`config.mk`:
```
export PLATFORM = sky130hd
export DESIGN_NAME = id_exe_stage_reg
export DESIGN_NICKNAME = d
export VERILOG_FILES = /design/src/rtl/arm_pkg.sv /design/src/rtl/pipe_reg_en_clr.sv /design/src/rtl/id_exe_stage_reg.sv
export SDC_FILE = /design/constraint.sdc
export NUM_CORES = 1
export LEC_CHECK = 0
export BUFFER_PORTS_ARGS = -buffer_cell sky130_fd_sc_hd__buf_2
export CAP_MARGIN = 10
export CELL_PAD_IN_SITES_DETAIL_PLACEMENT = 1
export CELL_PAD_IN_SITES_GLOBAL_PLACEMENT = 2
export CORE_MARGIN = 5
export CORE_UTILIZATION = 30
export DETAILED_ROUTE_END_ITERATION = 10
export GPL_ROUTABILITY_DRIVEN = 1
export PLACE_DENSITY_LB_ADDON = 0.1
export SETUP_SLACK_MARGIN = 0.3
export SYNTH_ARGS = -nofsm -noshare
export SYNTH_HDL_FRONTEND = slang
export SYNTH_HIERARCHICAL = 1
export SYNTH_SLANG_ARGS = --single-unit
```
`constraint.sdc`:
```
create_clock -name clk -period 2.03 [get_ports clk]
set_clock_uncertainty 0.1 [all_clocks]
set_input_delay 0.406 -clock clk [delete_from_list [all_inputs] [get_ports clk]]
set_output_delay 0.406 -clock clk [all_outputs]
set_load 0.1 [all_outputs]
```
`src/rtl/arm_pkg.sv`:
```
// ---------------------------------------------------------------------------
// arm_pkg
//
// Purpose:
//   Shared definitions for the 5-stage ARM core pipeline. Holds the bit
//   positions of the 9-bit decode control bundle, the ALU command
//   encodings and the default datapath / register-index widths.
//
// Contents:
//   DATA_W_DEFAULT      default datapath width (PC, operands)
//   REG_ADDR_W_DEFAULT  default register index width
//   CTRL_W_DEFAULT      control bundle width
//   *_BIT / ALU_CMD_*   control bundle field positions
//   alu_cmd_e           ALU command encodings
//   ctrl_bundle_t       packed view of the control bundle
//   ctrl_has_side_effect() true when any state-changing control bit is set
// ---------------------------------------------------------------------------
package arm_pkg;

  localparam int DATA_W_DEFAULT     = 32;
  localparam int REG_ADDR_W_DEFAULT = 4;
  localparam int CTRL_W_DEFAULT     = 9;

  // Control bundle layout: {wb_en, mem_read, mem_write, alu_cmd[3:0], b, s}
  localparam int WB_EN_BIT   = 8;
  localparam int MEM_R_BIT   = 7;
  localparam int MEM_W_BIT   = 6;
  localparam int ALU_CMD_MSB = 5;
  localparam int ALU_CMD_LSB = 2;
  localparam int B_BIT       = 1;
  localparam int S_BIT       = 0;

  typedef enum logic [3:0] {
    ALU_MOV = 4'b0001,
    ALU_MVN = 4'b1001,
    ALU_ADD = 4'b0010,
    ALU_ADC = 4'b0011,
    ALU_SUB = 4'b0100,
    ALU_SBC = 4'b0101,
    ALU_AND = 4'b0110,
    ALU_ORR = 4'b0111,
    ALU_EOR = 4'b1000
  } alu_cmd_e;

  typedef struct packed {
    logic       wbEn;
    logic       memRead;
    logic       memWrite;
    logic [3:0] aluCmd;
    logic       b;
    logic       s;
  } ctrl_bundle_t;

  // A slot may only change architectural state through these bits, so a
  // squashed slot must have every one of them at zero.
  function automatic logic ctrl_has_side_effect(input logic [CTRL_W_DEFAULT-1:0] ctrl);
    return ctrl[WB_EN_BIT] | ctrl[MEM_R_BIT] | ctrl[MEM_W_BIT] |
           ctrl[B_BIT] | ctrl[S_BIT];
  endfunction

endpackage

```
`src/rtl/pipe_reg_en_clr.sv`:
```
// ---------------------------------------------------------------------------
// pipe_reg_en_clr
//
// Purpose:
//   Generic width-parameterised pipeline register with asynchronous
//   active-low reset, load enable and synchronous clear. Clear has priority
//   over enable so a squash is never lost behind a stall.
//
// Ports:
//   clk    in   core clock
//   rst_n  in   asynchronous active-low reset, forces q to 0
//   en     in   load d on the next rising edge
//   clr    in   synchronous clear to 0 (overrides en)
//   d      in   W-bit next value
//   q      out  W-bit registered value
// ---------------------------------------------------------------------------
module pipe_reg_en_clr #(
  parameter int W = 1
) (
  input  logic         clk,
  input  logic         rst_n,
  input  logic         en,
  input  logic         clr,
  input  logic [W-1:0] d,
  output logic [W-1:0] q
);

  logic [W-1:0] r_q;

  // Reset beats clear, clear beats enable; with neither, the value holds.
  always_ff @(posedge clk or negedge rst_n) begin
    if (!rst_n) begin
      r_q <= '0;
    end else if (clr) begin
      r_q <= '0;
    end else if (en) begin
      r_q <= d;
    end
  end

  assign q = r_q;

endmodule

```
`src/rtl/id_exe_stage_reg.sv`:
```
// ---------------------------------------------------------------------------
// id_exe_stage_reg
//
// Purpose:
//   ID/EX pipeline register of the 5-stage ARM core. Captures the decode
//   control bundle and datapath fields once per enabled edge, honours
//   hazard freeze and branch flush, and carries a valid bit so that a
//   squashed or bubble slot never drives write-back or memory enables.
//
// Ports (all outputs registered, one cycle after the matching input):
//   clk, rst_n                   clock, asynchronous active-low reset
//   freeze                       hold all state (hazard stall)
//   flush                        squash the slot being captured
//   ctrl_in / ctrl_out           9-bit control bundle
//   pc_in / pc_out               PC+4 of the instruction
//   rn_val_in, rm_val_in / _out  register operands
//   imm_in / imm_out             I bit
//   shift_op_in / shift_op_out   12-bit shifter operand
//   simm24_in / simm24_out       24-bit branch offset
//   dest_in, src1_in, src2_in    register indices (+ _out)
//   sr_in / sr_out               NZCV flags seen at decode
//   valid_in / valid_out         slot holds a live instruction
//
// Optional build (macro ID_EXE_PERF_CNT_EN):
//   stall_cnt_out   cycles with freeze=1 and flush=0
//   flush_cnt_out   cycles with flush=1
//   bubble_cnt_out  loads (no freeze, no flush) with valid_in=0
// ---------------------------------------------------------------------------
module id_exe_stage_reg
  import arm_pkg::*;
#(
  parameter int DATA_W     = DATA_W_DEFAULT,
  parameter int REG_ADDR_W = REG_ADDR_W_DEFAULT,
  parameter int CTRL_W     = CTRL_W_DEFAULT
) (
  input  logic                  clk,
  input  logic                  rst_n,
  input  logic                  freeze,
  input  logic                  flush,
  input  logic [CTRL_W-1:0]     ctrl_in,
  input  logic [DATA_W-1:0]     pc_in,
  input  logic [DATA_W-1:0]     rn_val_in,
  input  logic [DATA_W-1:0]     rm_val_in,
  input  logic                  imm_in,
  input  logic [11:0]           shift_op_in,
  input  logic [23:0]           simm24_in,
  input  logic [REG_ADDR_W-1:0] dest_in,
  input  logic [REG_ADDR_W-1:0] src1_in,
  input  logic [REG_ADDR_W-1:0] src2_in,
  input  logic [3:0]            sr_in,
  input  logic                  valid_in,
  output logic [CTRL_W-1:0]     ctrl_out,
  output logic [DATA_W-1:0]     pc_out,
  output logic [DATA_W-1:0]     rn_val_out,
  output logic [DATA_W-1:0]     rm_val_out,
  output logic                  imm_out,
  output logic [11:0]           shift_op_out,
  output logic [23:0]           simm24_out,
  output logic [REG_ADDR_W-1:0] dest_out,
  output logic [REG_ADDR_W-1:0] src1_out,
  output logic [REG_ADDR_W-1:0] src2_out,
  output logic [3:0]            sr_out,
  output logic                  valid_out
`ifdef ID_EXE_PERF_CNT_EN
  ,
  output logic [31:0]           stall_cnt_out,
  output logic [31:0]           flush_cnt_out,
  output logic [31:0]           bubble_cnt_out
`endif
);

  localparam int CTRL_GRP_W = CTRL_W + 1;
  localparam int DATA_GRP_W = 3 * DATA_W + 1 + 12 + 24 + 4;
  localparam int IDX_GRP_W  = 3 * REG_ADDR_W;

  logic                  w_loadEn;
  logic                  w_ctrlEn;
  logic [CTRL_W-1:0]     w_ctrlGated;
  logic [CTRL_GRP_W-1:0] w_ctrlD;
  logic [CTRL_GRP_W-1:0] w_ctrlQ;
  logic [DATA_GRP_W-1:0] w_dataD;
  logic [DATA_GRP_W-1:0] w_dataQ;
  logic [IDX_GRP_W-1:0]  w_idxD;
  logic [IDX_GRP_W-1:0]  w_idxQ;

  // Data fields are don't-care in a squashed slot, so they load on a flush
  // edge as well; only a plain freeze holds them.
  assign w_loadEn = flush | ~freeze;

  // The control group's synchronous clear handles the flush case, and its
  // enable only has to cover the freeze case.
  assign w_ctrlEn = ~freeze;

  // An invalid upstream slot must never carry live control bits into EX.
  assign w_ctrlGated = valid_in ? ctrl_in : '0;

  assign w_ctrlD = {valid_in, w_ctrlGated};
  assign w_dataD = {pc_in, rn_val_in, rm_val_in, imm_in, shift_op_in,
                    simm24_in, sr_in};
  assign w_idxD  = {dest_in, src1_in, src2_in};

  pipe_reg_en_clr #(.W(CTRL_GRP_W)) u_ctrlReg (
    .clk   (clk),
    .rst_n (rst_n),
    .en    (w_ctrlEn),
    .clr   (flush),
    .d     (w_ctrlD),
    .q     (w_ctrlQ)
  );

  pipe_reg_en_clr #(.W(DATA_GRP_W)) u_dataReg (
    .clk   (clk),
    .rst_n (rst_n),
    .en    (w_loadEn),
    .clr   (1'b0),
    .d     (w_dataD),
    .q     (w_dataQ)
  );

  pipe_reg_en_clr #(.W(IDX_GRP_W)) u_idxReg (
    .clk   (clk),
    .rst_n (rst_n),
    .en    (w_loadEn),
    .clr   (1'b0),
    .d     (w_idxD),
    .q     (w_idxQ)
  );

  assign {valid_out, ctrl_out} = w_ctrlQ;
  assign {pc_out, rn_val_out, rm_val_out, imm_out, shift_op_out,
          simm24_out, sr_out} = w_dataQ;
  assign {dest_out, src1_out, src2_out} = w_idxQ;

`ifdef ID_EXE_PERF_CNT_EN
  logic [31:0] r_stallCnt;
  logic [31:0] r_flushCnt;
  logic [31:0] r_bubbleCnt;

  // Performance counters run every cycle regardless of freeze and wrap
  // naturally at 2^32. A bubble is counted only when the register actually
  // loads a fresh slot (no stall, no squash) that arrives invalid.
  always_ff @(posedge clk or negedge rst_n) begin
    if (!rst_n) begin
      r_stallCnt  <= '0;
      r_flushCnt  <= '0;
      r_bubbleCnt <= '0;
    end else begin
      if (freeze && !flush) begin
        r_stallCnt <= r_stallCnt + 32'd1;
      end
      if (flush) begin
        r_flushCnt <= r_flushCnt + 32'd1;
      end
      if (!freeze && !flush && !valid_in) begin
        r_bubbleCnt <= r_bubbleCnt + 32'd1;
      end
    end
  end

  assign stall_cnt_out  = r_stallCnt;
  assign flush_cnt_out  = r_flushCnt;
  assign bubble_cnt_out = r_bubbleCnt;
`endif

endmodule

```
Yosys cells after proc, flatten, opt, wreduce, memory -nomap -nowiden
Index checks and enable logic that the tools add are counted.
- bits in writable memories: 0
- ROM bits: 0
- logic and storage cells: 9
- memories kept: 0
- flip-flop bits (word level): 159
- bits in latches: 0
- reduce and logical (&&, ||, !) cells: 0
- $lt $le $gt $ge: 0
- bitwise logic cells: 2
- add/sub/neg operators: 0
- equal/unequal tests: 1
- divide/modulo/power cells: 0
- shift operators: 0
- $mul: 0
- muxes and demuxes: 3
- operator list (cell ; count):
    $mux W10 ; 2
    $mux W9 ; 1
    $ne A2 B1 Y1 const B ; 1
    $not A1 Y1 ; 1
    $or A1 B1 Y1 ; 1

Logic depth before layout (Yosys ltp)
Gate-level depths: netlist of the first run.
- depth after elaboration: 3
- depth in mapped cells: 5
- depth with buffers taken out: 3

Cells and area by module
The synthesis of the first run kept the hierarchy.
- modules (own cells, without submodules) (module ; cells an instance ; area each (sq um) ; times used):
    pipe_reg_en_clr (u_dataReg) ; 441 ; 5677.9 ; 1
    pipe_reg_en_clr (u_idxReg) ; 38 ; 480.5 ; 1
    pipe_reg_en_clr (u_ctrlReg) ; 32 ; 402.9 ; 1
    id_exe_stage_reg ; 12 ; 70.1 ; 1

Worst setup path after synthesis of the first run
Ideal clock, no wire load.
- path kind: in2reg
- from: input port flush
- to: register u_dataReg.r_q[104], in the netlist u_dataReg/q[104]
- slack: 0.547 ns
- data required time: 1.808 ns
- stages on the path: 5
- buffers on the path: 2
- arrival: 1.261 ns
- path through: nand2b_1 -> buf_6 -> buf_12 -> mux2i_1 -> nor2_1
- cells in the longest elaborated chain, start to end: 1
- ends and longest elaborated chain (item ; RTL line ; text):
    start: declaration ; id_exe_stage_reg.sv:39 ; input logic flush,
    $or A1 B1 Y1 ; id_exe_stage_reg.sv:88 ; assign w_loadEn = flush | ~freeze;
    end signal: assignment ; pipe_reg_en_clr.sv:33 ; r_q <= '0;
    end signal: assignment ; pipe_reg_en_clr.sv:35 ; r_q <= '0;
    end signal: assignment ; pipe_reg_en_clr.sv:37 ; r_q <= d;
    end: declaration ; pipe_reg_en_clr.sv:28 ; logic [W-1:0] r_q;
Every way passes these cells.
A chain may end at the register's enable or synchronous reset.

Worst setup path after layout of the first run
- from: register u_dataReg.r_q[29], in the netlist u_dataReg/q[29]
- to: output port shift_op_out[1]
- RTL lines (item ; RTL line ; text):
    end: declaration ; id_exe_stage_reg.sv:57 ; output logic [11:0] shift_op_out,
No word-level cell between the ends.

==> parameters.txt, run 1 <==
Parameter                              Value

Run status
  Result of the run    finished clean

STA
  Post-layout min period    1700 ps
  Slew Viols, Final    0
  Sum Neg Setup Slack    0 ps
  Worst hold slack after final layout    132 ps
  Setup repair after global routing missed its margin    false
  Period utilisation layout    a little over four fifths
  Transition at the pin with the smallest max-transition slack    about 520 ps
  Final setup viols    0
  Highest achievable clock rate    about 0.59 GHz
  Number of hold violations in the final report    0
  Headroom to the max-slew limit    approximately two thirds

Min path
  Number of cells on the worst hold path    3
  HP Start    pc_in[21]
  Worst min-delay path category    primary input to flop

Place
  Sum of net half-perimeters after detailed placement    15.3 mm
  Count of buffers inserted at the top-level ports    between 300 and 400
  Global placement routability congestion    roughly 0.77

Logic synthesis
  Sequential share of the synthesized area    60.0%
  Fraction of registers with async set or reset after synthesis    100%
  Top FF cell, synth    sky130_fd_sc_hd__dfrtp_1
  Top cell type by total area after synthesis    sky130_fd_sc_hd__dfrtp_1
  Seq cells post-synth    approximately 160
  Area fraction of the dominant cell type after synthesis    60.0%
  Post-synth top cells    159 x sky130_fd_sc_hd__dfrtp_1, 159 x sky130_fd_sc_hd__mux2i_1, 159 x sky130_fd_sc_hd__nor2_1, 14 x sky130_fd_sc_hd__buf_12, 13 x sky130_fd_sc_hd__buf_2
  Number of standard cells after synthesis    ~520
  Number of enable flip-flop cells after synthesis    0
  Count of synthesis-stage warnings from yosys    6
  Yosys cell types    12
  Most area-consuming cells after synthesis    sky130_fd_sc_hd__dfrtp_1 60%, sky130_fd_sc_hd__mux2i_1 24%, sky130_fd_sc_hd__nor2_1 9.0%
  Total standard cell area after synthesis    6630 µm²
  Mean post-synth cell area    12.7 µm²

Clocking
  CTS clock-pin slew for the worst setup and hold paths    approximately 70 ps
  Buffer type at the clock tree root    sky130_fd_sc_hd__clkbuf_16
  CTS Buffer Depth    2
  TritonCTS clock tree    built
  Num Clock Sinks    159
  Setup repair bufs after CTS    0
  Cts bufs inserted    17
  Level count of the clock H-tree    4
  Later-pin clock latency in the skew report    410 ps

Route
  Vias per cell    between 4 and 5
  Post-DR wirelength/cell    17.9 µm
  DRT Pass-1 Iters    4
  Vias post-DR    5058
  Final antenna-violating net count    0
  Post-route DRC violation count    0
  Starting DRC count in detailed routing    roughly 130
  Routed wire length    approximately 20 mm

Setup path
  Worst setup EP type    primary output
  Count of buffering cells on the critical path with inverters included    1
  Cell-by-cell trace of the critical path    buf_2
  Slowest stage cell, crit path    sky130_fd_sc_hd__buf_2
  Crit path from    u_dataReg/q[29]$_DFFE_PN0P_
  Family with the most delay on the worst path    buffers and inverters
  Capture point of the worst path    shift_op_out[1]
  Stages on the worst setup path    1
  Depth of the worst register-to-register path    2
  Kind of critical path    flop to primary output
  Arrival time reported for the critical path endpoint    approximately 1200 ps
  Crit path max fanout    2
  RR Endpoint    u_dataReg/q[34]$_DFFE_PN0P_
  Reg-to-reg setup timing slack    approximately 1200 ps
  Reg-to-reg critical path startpoint    u_dataReg/q[34]$_DFFE_PN0P_
  Type of element launching the critical path    flop
  Required time reported for the critical path endpoint    between 1500 and 2000 ps
  Biggest cell delay along the critical path    approximately 440 ps

Power and ir drop
  Worst VDD drop    0.000518 V
  Power consumption    between 0.009 and 0.01 W
  Pwr/cell area    976 nW/µm²
  Static leakage power    5.54 nW

Finish
  Area growth from synthesis to final layout    42.7%
  Final nets    slightly above 1k
  Share of post-route cells with drive strength above 1    42.6%
  Post-layout utilization of the core    a little over two fifths

GRT
  Overflow left after global routing    0
  Via count of the first global-routing pass    between 5k and 6k
  Number of antenna violations at the first check in global routing    6
  Maximum number of pins on one net before global-route repair    between 100 and 150
  Total global routing track utilization    ~16%
  First-pass GRT wire length    31.2 mm

Die
  Number of standard-cell rows in the floorplan    54
  Die span in y    ~160 µm
  Initial standard-cell utilization of the core    between 30 and 40%
  DIE WIDTH    approximately 160 µm
  Total Die Area    between 20000 and 30000 µm²
  Number of primary I/O pins    around 320
  CORE AREA    between 20000 and 25000 µm²

Flow run
  Max-cap violations    0
==> cells in the final DEF (no fill, tap or decap), drive strengths merged <==
cell | synthesis | layout
nor2 | 159 | 159
clkinv | 0 | 3
clkinvlp | 0 | 4
bufinv | 0 | 3
buf | 31 | 273
nand2b | 1 | 1
clkbuf | 3 | 83
and2 | 9 | 9
mux2i | 159 | 159
conb | 1 | 5
diode | 0 | 3
dfrtp | 159 | 159
inv | 1 | 3
dlygate4sd3 | 0 | 1
==> layer usage <==
metal / share of wire, % / up-vias / track usage, %
li1: - / 2377 / -
met1: 39 / 2456 / 19.2
met2: 50 / 184 / 26.4
met3: 9.1 / 33 / 6.06
met4: 2.0 / 8 / 5.73
met5: 0.23 / - / 0
==> sequential cells by signal, indices dropped and copies added, names as in the netlist <==
signal / flops
u_idxReg/q: 12
u_ctrlReg/q: 10
u_dataReg/q: 137
==> how the worst min path moves through the flow <==
stage | endpoint | slack (ps)
finish | u_dataReg/q[126]$_DFFE_PN0P_ | 130
floorplan | u_ctrlReg/q[0]$_DFFE_PN0P_ | 10
global route | u_dataReg/q[30]$_DFFE_PN0P_ | 120
global placement | u_ctrlReg/q[6]$_DFFE_PN0P_ | 270
CTS | u_dataReg/q[126]$_DFFE_PN0P_ | 110
detailed placement | u_ctrlReg/q[4]$_DFFE_PN0P_ | 280
==> final cells by class <==
| cell class | instances | area (µm²) |
|---|---|---|
| multi-input combinational | 333 | 2280 |
| tap | 280 | 350 |
| clock inverter | 12 | 160 |
| sequential | 159 | 3980 |
| inverter | 1 | 3.75 |
| fill | 2432 | 12400 |
| antenna | 3 | 7.51 |
| timing repair buffer | 337 | 2240 |
| clock buffer | 20 | 447 |
==> per-stage QoR <==
step	setup WS (ps)	std cells	instance area [µm²]
floorplan	547	527	6650
global placement	484	1109	8450
detailed placement	445	1109	8450
CTS	300	1142	9300
global route	306	1144	9460
finish	334	1145	9460
==> cells by family (layout without fill, tap and decap cells) <==
| family | after synthesis | count (layout) | share of synthesized area (%) |
|---|---|---|---|
| other | 1 | 8 | 0.0565 |
| buffers and inverters | 35 | 370 | 6.00 |
| DFF | 159 | 159 | 60.0 |
| and+or+nand+nor | 169 | 169 | 9.94 |
| muxes | 159 | 159 | 24.0 |
==> power by group <==
part           switching, W  internal [W]  total, W
Sequential         0.000111       0.00336   0.00347
Clock               0.00131       0.00198   0.00328
Combinational       0.00190      0.000576   0.00248
Total               0.00332       0.00591   0.00923
==> what timing repair did <==
action                                  CTS  global route
resized for setup                        93            63
endpoints found under the hold margin    37             0
hold buffers                              1             0
endpoints found under the setup margin   93            63
No activity file was read; power rests on OpenSTA's default activity.
==> inputs of run 2 (changes only) <==
- CORE_UTILIZATION: 30 -> 25
- clock period: 2.03 -> 1.55 ns (I/O delays scaled with it)
==> run 2 against run 1 <==
  * Die area rose by 19%
  * Highest routed layer unchanged
  * Sequential power rose by 36%
  * Largest power group unchanged
  * Non-clock buffer count rose by 15
  * Final cell count rose by 6.1%
  * Count of clock-buffer cells in the layout fell by 1
  * Critical endpoint is now src1_out[3]
  * Combinational power rose by 58%
  * Sequential cell count did not move
  * Worst setup slack got worse by 220 ps
  * Critical path depth did not move
  * Sequential share of layout area fell by 6.5 points
  * Via count rose by 2.8%
  * Wire length rose by 10%
==> parameters.txt, run 2 (synthesis gave the netlist of run 1 again) <==
Parameter                              Value

GRT
  Fraction of met1 tracks used by global routing    17.2% (-1.9 points)
  Total global routing track utilization    14.8% (-1.2 points)
  Busiest layer in global routing    met2
  Overflow left after global routing    0 (unchanged)
  First-pass GRT wire length    35.3 mm (+13%)
  GR Layer Usage met2    24.8% (-1.6 points)
  Number of antenna violations at the first check in global routing    7 (+1)
  Met3 capacity usage during global routing    6.35% (+0.29 points)
  Via count of the first global-routing pass    5977 (+6.1%)
  Maximum number of pins on one net before global-route repair    101 (unchanged)

Finish
  Area growth from synthesis to final layout    77.3%
  Layout Cell Area excl Fill    11800 µm² (+24%)
  Share of post-route cells with drive strength above 1    61.8% (+19 points)
  Number of filler instances in the final layout    2686 (+10%)
  Most frequent cells in the layout    161 x sky130_fd_sc_hd__buf_2, 159 x sky130_fd_sc_hd__mux2i_1, 159 x sky130_fd_sc_hd__nor2_1, 159 x sky130_fd_sc_hd__dfrtp_2, 157 x sky130_fd_sc_hd__buf_12
  Post-layout utilization of the core    45.1% (+1.8 points)
  Max FFs per register    137 (unchanged)
  Final nets    1027 (+1.5%)
  Most common library cell in the layout ignoring fill and taps    sky130_fd_sc_hd__buf_2

Place
  Sum of net half-perimeters after detailed placement    16.4 mm (+7.6%)
  Instance area after placement    9230 µm² (+9.3%)
  Global placement routability congestion    0.728 (-6.0%)
  Count of buffers inserted at the top-level ports    321 (unchanged)

Run status
  Result of the run    finished clean

STA
  Worst hold slack after final layout    32.8 ps (-99.3 ps)
  Slew Viols, Final    0 (unchanged)
  Period utilisation layout    92.8%
  Setup repair after global routing missed its margin    true
  Final setup viols    0 (unchanged)
  Sum Neg Setup Slack    0 ps (unchanged)
  Post-layout min period    1440 ps
  Highest achievable clock rate    0.695 GHz
  Number of hold violations in the final report    0 (unchanged)

Setup path
  Reg-to-reg critical path startpoint    u_dataReg/q[12]$_DFFE_PN0P_
  Type of element launching the critical path    flop
  Crit path max fanout    2 (unchanged)
  Reg-to-reg setup timing slack    500 ps (-700 ps)
  Cell-by-cell trace of the critical path    buf_12
  RR Endpoint    u_dataReg/q[12]$_DFFE_PN0P_
  Family with the most delay on the worst path    flip-flops
  Crit path from    u_idxReg/q[7]$_DFFE_PN0P_
  Worst setup EP type    primary output
  Depth of the worst register-to-register path    4 (+2)
  Biggest cell delay along the critical path    430 ps (about the same)
  Required time reported for the critical path endpoint    1140 ps (-380 ps)
  Count of buffering cells on the critical path with inverters included    1 (unchanged)
  Slowest stage cell, crit path    sky130_fd_sc_hd__dfrtp_2
  Arrival time reported for the critical path endpoint    1030 ps (-160 ps)
  Kind of critical path    flop to primary output

Clocking
  CTS Buffer Depth    2 (unchanged)
  Cts bufs inserted    17 (unchanged)
  Num Clock Sinks    159 (unchanged)
  Level count of the clock H-tree    4 (unchanged)
  CTS clock-pin slew for the worst setup and hold paths    70 ps (about the same)
  Later-pin clock latency in the skew report    420 ps (about the same)
  Buffer type at the clock tree root    sky130_fd_sc_hd__clkbuf_16
  TritonCTS clock tree    built

Min path
  HP Start    pc_in[3]
  Worst min-delay path category    primary input to flop
  Endpoint, Worst Hold    u_dataReg/q[108]$_DFFE_PN0P_
  Number of cells on the worst hold path    3 (unchanged)

Power and ir drop
  Pwr/cell area    1100 nW/µm² (+12%)
  Static leakage power    5.96 nW (+7.5%)
  Worst VDD drop    0.000483 V (-6.6%)

Route
  Final antenna-violating net count    0 (unchanged)
  Vias per cell    4.28 (-3.2%)
  Vias post-DR    5198 (+2.8%)
  Post-DR wirelength/cell    18.5 µm (+3.8%)
  Post-route DRC violation count    0 (unchanged)
  DRT Pass-1 Iters    4 (unchanged)
  Starting DRC count in detailed routing    173 (+32%)
  Routed wire length    22.5 mm (+10%)

Die
  Number of primary I/O pins    322 (unchanged)
  Number of standard-cell rows in the floorplan    59 (+9.3%)
  Initial standard-cell utilization of the core    25.4% (-4.9 points)
  DIE WIDTH    173 µm (+8.9%)
  Total Die Area    29900 µm² (+19%)
  Die span in y    173 µm (+8.9%)
  CORE AREA    26100 µm² (+19%)

Flow run
  Max-cap violations    0 (unchanged)
-- run 2: how the worst max path moves through the flow --
| stage | depth (start not counted) | slack [ps] | endpoint |
|---|---|---|---|
| final | 1 | 110 | src1_out[3] |
| after global routing | 1 | 60 | pc_out[12] |
| after CTS | 1 | 80 | ctrl_out[6] |
| after detailed placement | 6 | 110 | u_dataReg/q[51]$_DFFE_PN0P_ |
| after global placement | 6 | 140 | u_dataReg/q[121]$_DFFE_PN0P_ |
| after floorplan | 5 | 330 | u_dataReg/q[100]$_DFFE_PN0P_ |
-- run 2: metrics by stage --
stage / std cells / setup slack (ps) / power, W
2_1_floorplan: 527 / 326 / 0.00708
3_3_place_gp: 1171 / 143 / 0.00794
3_5_place_dp: 1171 / 114 / 0.00799
4_1_cts: 1209 / 75.4 / 0.0129
5_1_grt: 1214 / 56.1 / 0.0134
6_report: 1215 / 111 / 0.0129
-- run 2: area by class of cell --
cell class / count / area, µm² / area share, %
Clock inverter: 13 / 143 / 1.21
Clock buffer: 19 / 443 / 3.77
Tap cell: 335 / 419 / 3.57
Timing Repair Buffer: 352 / 4290 / 36.5
Inverter: 1 / 3.75 / 0.0319
Antenna cell: 3 / 7.51 / 0.0639
Multi-Input combinational cell: 333 / 2280 / 19.4
Sequential cell: 159 / 4180 / 35.5
-- run 2: where the power goes --
part           total, W  switching (W)  internal (W)  leakage (nW)
sequential      0.00472       0.000279       0.00444          1.86
clock           0.00422        0.00189       0.00233         0.283
combinational   0.00393        0.00252       0.00141          3.82
total            0.0129        0.00469       0.00819          5.96
-- run 2: timing repair --
action                                  4_1_cts  5_1_grt
endpoints found under the setup margin      159      159
pin swaps                                     0        0
hold buffers                                  1        0
endpoints found under the hold margin        45        0
buffers inserted                              5        3
resized for setup                           413       87
-- run 2: routing by layer --
layer / wire [µm] / share of wire [%]
met3: 1820 / 8.1
met4: 321 / 1.4
met5: 69 / 0.31
met2: 11600 / 51
met1: 8750 / 39
